File: config.mk
export PLATFORM = sky130hd
export DESIGN_NAME = fifo_wr_arbiter
export DESIGN_NICKNAME = d
export VERILOG_FILES = /design/src/rtl/fifo_wr_arbiter.sv
export SDC_FILE = /design/constraint.sdc
export NUM_CORES = 1
export LEC_CHECK = 0
export CORE_MARGIN = 2
export CORE_UTILIZATION = 42
export DETAILED_ROUTE_END_ITERATION = 8
export PLACE_DENSITY = 0.81
export SLEW_MARGIN = 25
export SYNTH_ARGS = -nofsm -noshare
export SYNTH_HDL_FRONTEND = slang
export SYNTH_SLANG_ARGS = --single-unit
File: constraint.sdc
create_clock -name clk -period 3.4 [get_ports clk]
set_input_delay 0.68 -clock clk [delete_from_list [all_inputs] [get_ports clk]]
set_output_delay 0.68 -clock clk [all_outputs]
set_load 0.05 [all_outputs]
File: src/rtl/fifo_wr_arbiter.sv
// fifo_wr_arbiter: round-robin arbiter sharing the single write port of an 8-bit sync FIFO
// among NUM_REQ producers, granting bursts of up to BURST beats. Define ARB_STALL_CNT_EN to add stall_cnt.
module fifo_wr_arbiter #(
  parameter int NUM_REQ = 4,
  parameter int DATA_W  = 8,
  parameter int BURST   = 4
) (
  input  logic                      clk,
  input  logic                      rst,
  // Handshake: req[i] is the valid, gnt[i] is the accept. A beat transfers on every
  // cycle gnt[i]=1; req[i] and its req_data slice must stay stable until that cycle.
  input  logic [NUM_REQ-1:0]        req,
  input  logic [NUM_REQ*DATA_W-1:0] req_data,
  output logic [NUM_REQ-1:0]        gnt,
  input  logic                      fifo_full,
  output logic                      fifo_wr_en,
  output logic [DATA_W-1:0]         fifo_data_in,
`ifdef ARB_STALL_CNT_EN
  output logic [15:0]               stall_cnt,
`endif
  output logic                      busy
);

  localparam int IDX_W = (NUM_REQ > 1) ? $clog2(NUM_REQ) : 1;
  localparam int CNT_W = $clog2(BURST + 1);
  localparam logic [IDX_W-1:0] LAST_IDX  = IDX_W'(NUM_REQ - 1);
  localparam logic [CNT_W-1:0] LAST_BEAT = CNT_W'(BURST - 1);

  typedef enum logic {IDLE, HOLD} state_t;

  state_t           state, state_next;
  logic [IDX_W-1:0] owner, owner_next;
  logic [IDX_W-1:0] rr_ptr, rr_ptr_next;
  logic [CNT_W-1:0] beat_cnt, beat_cnt_next;

  logic [IDX_W-1:0] sel_idx;
  logic [IDX_W-1:0] scan_idx;
  logic             sel_vld;

  function automatic logic [IDX_W-1:0] next_idx(input logic [IDX_W-1:0] i);
    return (i == LAST_IDX) ? '0 : i + 1'b1;
  endfunction

  // Cyclic priority scan: first set request at or after rr_ptr.
  always_comb begin
    sel_idx  = rr_ptr;
    sel_vld  = 1'b0;
    scan_idx = rr_ptr;
    for (int i = 0; i < NUM_REQ; i++) begin
      if (!sel_vld && req[scan_idx]) begin
        sel_vld = 1'b1;
        sel_idx = scan_idx;
      end
      scan_idx = next_idx(scan_idx);
    end
  end

  // State register
  always_ff @(posedge clk or posedge rst) begin
    if (rst) begin
      state    <= IDLE;
      owner    <= '0;
      rr_ptr   <= '0;
      beat_cnt <= '0;
    end else begin
      state    <= state_next;
      owner    <= owner_next;
      rr_ptr   <= rr_ptr_next;
      beat_cnt <= beat_cnt_next;
    end
  end

  // Next-state logic
  always_comb begin
    state_next    = state;
    owner_next    = owner;
    rr_ptr_next   = rr_ptr;
    beat_cnt_next = beat_cnt;
    case (state)
      IDLE: begin
        if (!fifo_full && sel_vld) begin
          owner_next = sel_idx;
          if (BURST == 1) begin
            rr_ptr_next = next_idx(sel_idx);
          end else begin
            state_next    = HOLD;
            beat_cnt_next = CNT_W'(1);
          end
        end
      end
      HOLD: begin
        if (!req[owner]) begin
          // Owner gave up early; IDLE can serve someone else on the very next cycle.
          state_next  = IDLE;
          rr_ptr_next = next_idx(owner);
        end else if (!fifo_full) begin
          if (beat_cnt == LAST_BEAT) begin
            state_next  = IDLE;
            rr_ptr_next = next_idx(owner);
          end else begin
            beat_cnt_next = beat_cnt + 1'b1;
          end
        end
      end
      default: state_next = IDLE;
    endcase
  end

  // Output logic: combinational grant so the FIFO captures data on the same edge.
  always_comb begin
    gnt = '0;
    if (!rst) begin
      case (state)
        IDLE:    if (!fifo_full && sel_vld) gnt[sel_idx] = 1'b1;
        HOLD:    gnt[owner] = req[owner] & ~fifo_full;
        default: gnt = '0;
      endcase
    end
  end

  always_comb begin
    fifo_data_in = '0;
    for (int i = 0; i < NUM_REQ; i++) begin
      if (gnt[i]) fifo_data_in = fifo_data_in | req_data[i*DATA_W +: DATA_W];
    end
  end

  assign fifo_wr_en = |gnt;
  assign busy       = (state == HOLD);

`ifdef ARB_STALL_CNT_EN
  // Cycles where someone wanted to write but the FIFO was full; saturating.
  always_ff @(posedge clk or posedge rst) begin
    if (rst) begin
      stall_cnt <= '0;
    end else if ((|req) && fifo_full && (stall_cnt != 16'hFFFF)) begin
      stall_cnt <= stall_cnt + 16'd1;
    end
  end
`endif

endmodule

==> flow_summary.yaml <==
global_route:
  antenna_found_initial: 0
  grt_max_degree: 17
  grt_pass1_vias: 2018
  grt_overflow: 0
  grt_pass1_wl_um: 9650
  grt_usage_pct: 28.4
floorplanning:
  die_h_um: 65.1
  dieArea_um2: 4240
  die_x_um: 65.1
  initial_core_util_pct: 43.2
  rows: 22
  num_io_pins: 53
  coreArea_um2: 3630
synth:
  synth_top_cell_area_share_pct: 12.7
  yosysWarnings: 0
  ys_seq_area_share_pct: 12.7
  ys_types: 46
  synth-seq-cells: 8
  synth_edf_count: 0
  synth_top_cell_by_area: "dfrtp_1"
  synthesis.area_um2: 1570
  syn-num-nets: 241
  async_flop_share_pct: 100
  ys_top_cells_by_area: "dfrtp_1 (13%), a41oi_2 (8.3%), o211ai_1 (8.1%), ha_1 (5.6%), a222oi_1 (5.1%)"
  ys.flop_type: "dfrtp_1"
  syn_inst: 195
  syn_area_per_cell_um2: 8.05
critical_path:
  cp_slowest_cell: "or4_4"
  worstSetupStartpointType: "flop"
  cpPeakStageDelay_ns: 0.55
  end_kind: "output pin"
  path_buf_inv: 5
  crit_required_ns: 2.72
  cp_top_family: "buffers and inverters"
  arrival_ns: 3.32
  crit_type: "reg2out"
  crit_fanout: 12
  path_cells: "buf_4, buf_4, o21a_4, or4_4, a31oi_4, a2111oi_4, and3b_4, a31oi_4, buf_12, buf_8, o211ai_1, clkbuf_16"
detailed_routing:
  vias: 2086
  routedWlPerCell_um: 19.9
  drt-pass1-iter-count: 5
  drtAntennaViolNets: 0
  drt_wl_total_um: 6540
  drc: 0
  drtIter0Drc: 299
  viasPerCell: 6.34
clock_tree:
  clk_path_buf_depth: 2
  cts_root_buffer: "clkbuf_8"
  cts_sinks: 8
  clkTransAtPathRegs_ns: 0.04
  cts_buffers: 3
  clk_latency_ns: 0.23
  htree_num_levels: 1
  cts_tree: "yes"
sta:
  relSlewSlack_pct: 67.1
  rsz0062_at_grt: "true"
  max_freq_ghz: 0.250
  fin_crit_ns: 4.00
  timing.final.crit_share_pct: 118
  hold_viol: 0
  skew_ns: 0.00247
  worstMarginPinSlew_ns: 0.492
  slew_viol_final: 0
  setup_slack_ns: -0.600
  setup_viol: 13
worst_hold_path:
  hold_class: "reg2reg"
cells_and_area:
  diodes: 0
  final_cell_mix: "clkdlybuf4s50_1 (35), buf_4 (33), inv_1 (18), o211ai_1 (17), nor2_1 (17)"
  utilization_pct: 78.7
  final_common_cell: "clkdlybuf4s50_1"
  drive_above_1_share_pct: 36.3
  syn2layout_area_growth_pct: 82.1
  layout.nets: 329
power:
  p_per_area_nw_per_um2: 1150
  ir_worst_vdd_uv: 489
  p_leak_nw: 1.17
outcome:
  failed_checks: "setup timing"
  outcome: "complete, but fails checks"
place:
  hpwlAfterDp_um: 3880
  gp_congestion: 0.833
  portBuffers: 52
  pre_cts_slack_ns: -0.748
run:
  cap_violations: 0
[what timing repair did]
item | 4_1_cts | 5_1_grt
endpoints found under the setup margin | 13 | 13
setup buffers | 8 | 0
hold endpoints to repair | 0 | 0
resized for setup | 35 | 14
gates cloned | 2 | 0
hold buffers | 0 | 0
pin swaps | 10 | 13
[metrics by stage]
step	instances	instance area, µm²	TNS (ns)	hold slack, ns	power (W)
2_1_floorplan	195	1670	-3.67	0.450	0.00171
3_3_place_gp	318	2580	-8.13	0.469	0.00255
3_5_place_dp	318	2580	-8.71	0.475	0.00259
4_1_cts	329	2840	-5.97	0.478	0.00313
5_1_grt	329	2860	-8.34	0.514	0.00343
6_report	329	2860	-6.71	0.476	0.00329
[power by group]
group | internal, W | total [W] | switching, W
Clock | 0.0000764 | 0.000110 | 0.0000340
Sequential | 0.000144 | 0.000193 | 0.0000491
Combinational | 0.00144 | 0.00299 | 0.00155
Total | 0.00166 | 0.00329 | 0.00163
[cells by family after synthesis]
| group | after synthesis | share of synthesized area (%) |
|---|---|---|
| adder cells (fa/ha/maj) | 7 | 5.58 |
| AND/OR/NAND/NOR | 69 | 24.7 |
| multiplexers | 8 | 7.73 |
| XOR/XNOR | 1 | 0.558 |
| flip-flops | 8 | 12.7 |
| buffers and inverters | 34 | 9.80 |
| AO/OA/AOI/OAI | 68 | 38.9 |
[cell usage after synthesis, types with 2 or more instances]
master	count
mux2i_1	2
a222oi_1	8
nand3b_1	2
o21ai_0	9
o211ai_1	17
a21oi_1	6
nand2_1	7
mux4_2	3
ha_1	7
nor2_1	19
dfrtp_1	8
mux2_2	3
nor3b_1	8
o22ai_1	3
buf_6	3
o21a_1	2
inv_1	19
a41oi_2	8
nor4_1	2
and3_1	10
a31oi_1	3
nand2b_1	3
nor2b_1	3
buf_2	3
nor3_1	3
and2_1	7
clkbuf_1	8
[area by class of cell]
type / count / area, µm²
Multi-Input combinational cell: 153 / 1380
Clock buffer: 3 / 41.3
Sequential cell: 8 / 200
Fill cell: 216 / 774
Timing Repair Buffer: 97 / 1100
Inverter: 20 / 77.6
Tap cell: 48 / 60.1
[routing by layer]
metal | wire (µm) | vias up | track usage (%)
met5 | 0 | - | 0
li1 | - | 933 | -
met2 | 3120 | 132 | 49.2
met3 | 443 | 37 | 2.74
met4 | 248 | 0 | 6.77
met1 | 2730 | 984 | 38.2
[worst reg2reg max path, stage by stage, from the launching register on]
cell and delay [ns]:
dfrtp_1 0.40, ha_4 0.29, mux4_2 0.55, a2111oi_4 0.25
o21ai_2 0.13, a2111oi_4 0.37, and3b_4 0.28, buf_12 0.14
nand2_1 0.06, o21ai_0 0.08
[path summary, 6_finish.rpt]
kind	start	end	slack [ns]	cells after the start
max in group asynchronous	rst	beat_cnt[0]	2.36	3
min in group asynchronous	rst	beat_cnt[2]	0.91	3
setup / recovery	rr_ptr[0]	fifo_data_in[2]	-0.60	12
setup reg to reg	rr_ptr[1]	owner[0]	0.71	9
hold reg to reg	beat_cnt[0]	beat_cnt[0]	0.48	1
hold / removal	beat_cnt[0]	beat_cnt[0]	0.48	1
[registers in the layout (all words and copies together), names as in the netlist]
signal / flops
owner: 2
rr_ptr: 2
beat_cnt: 3
busy: 1
No activity file was read; power rests on OpenSTA's default activity.
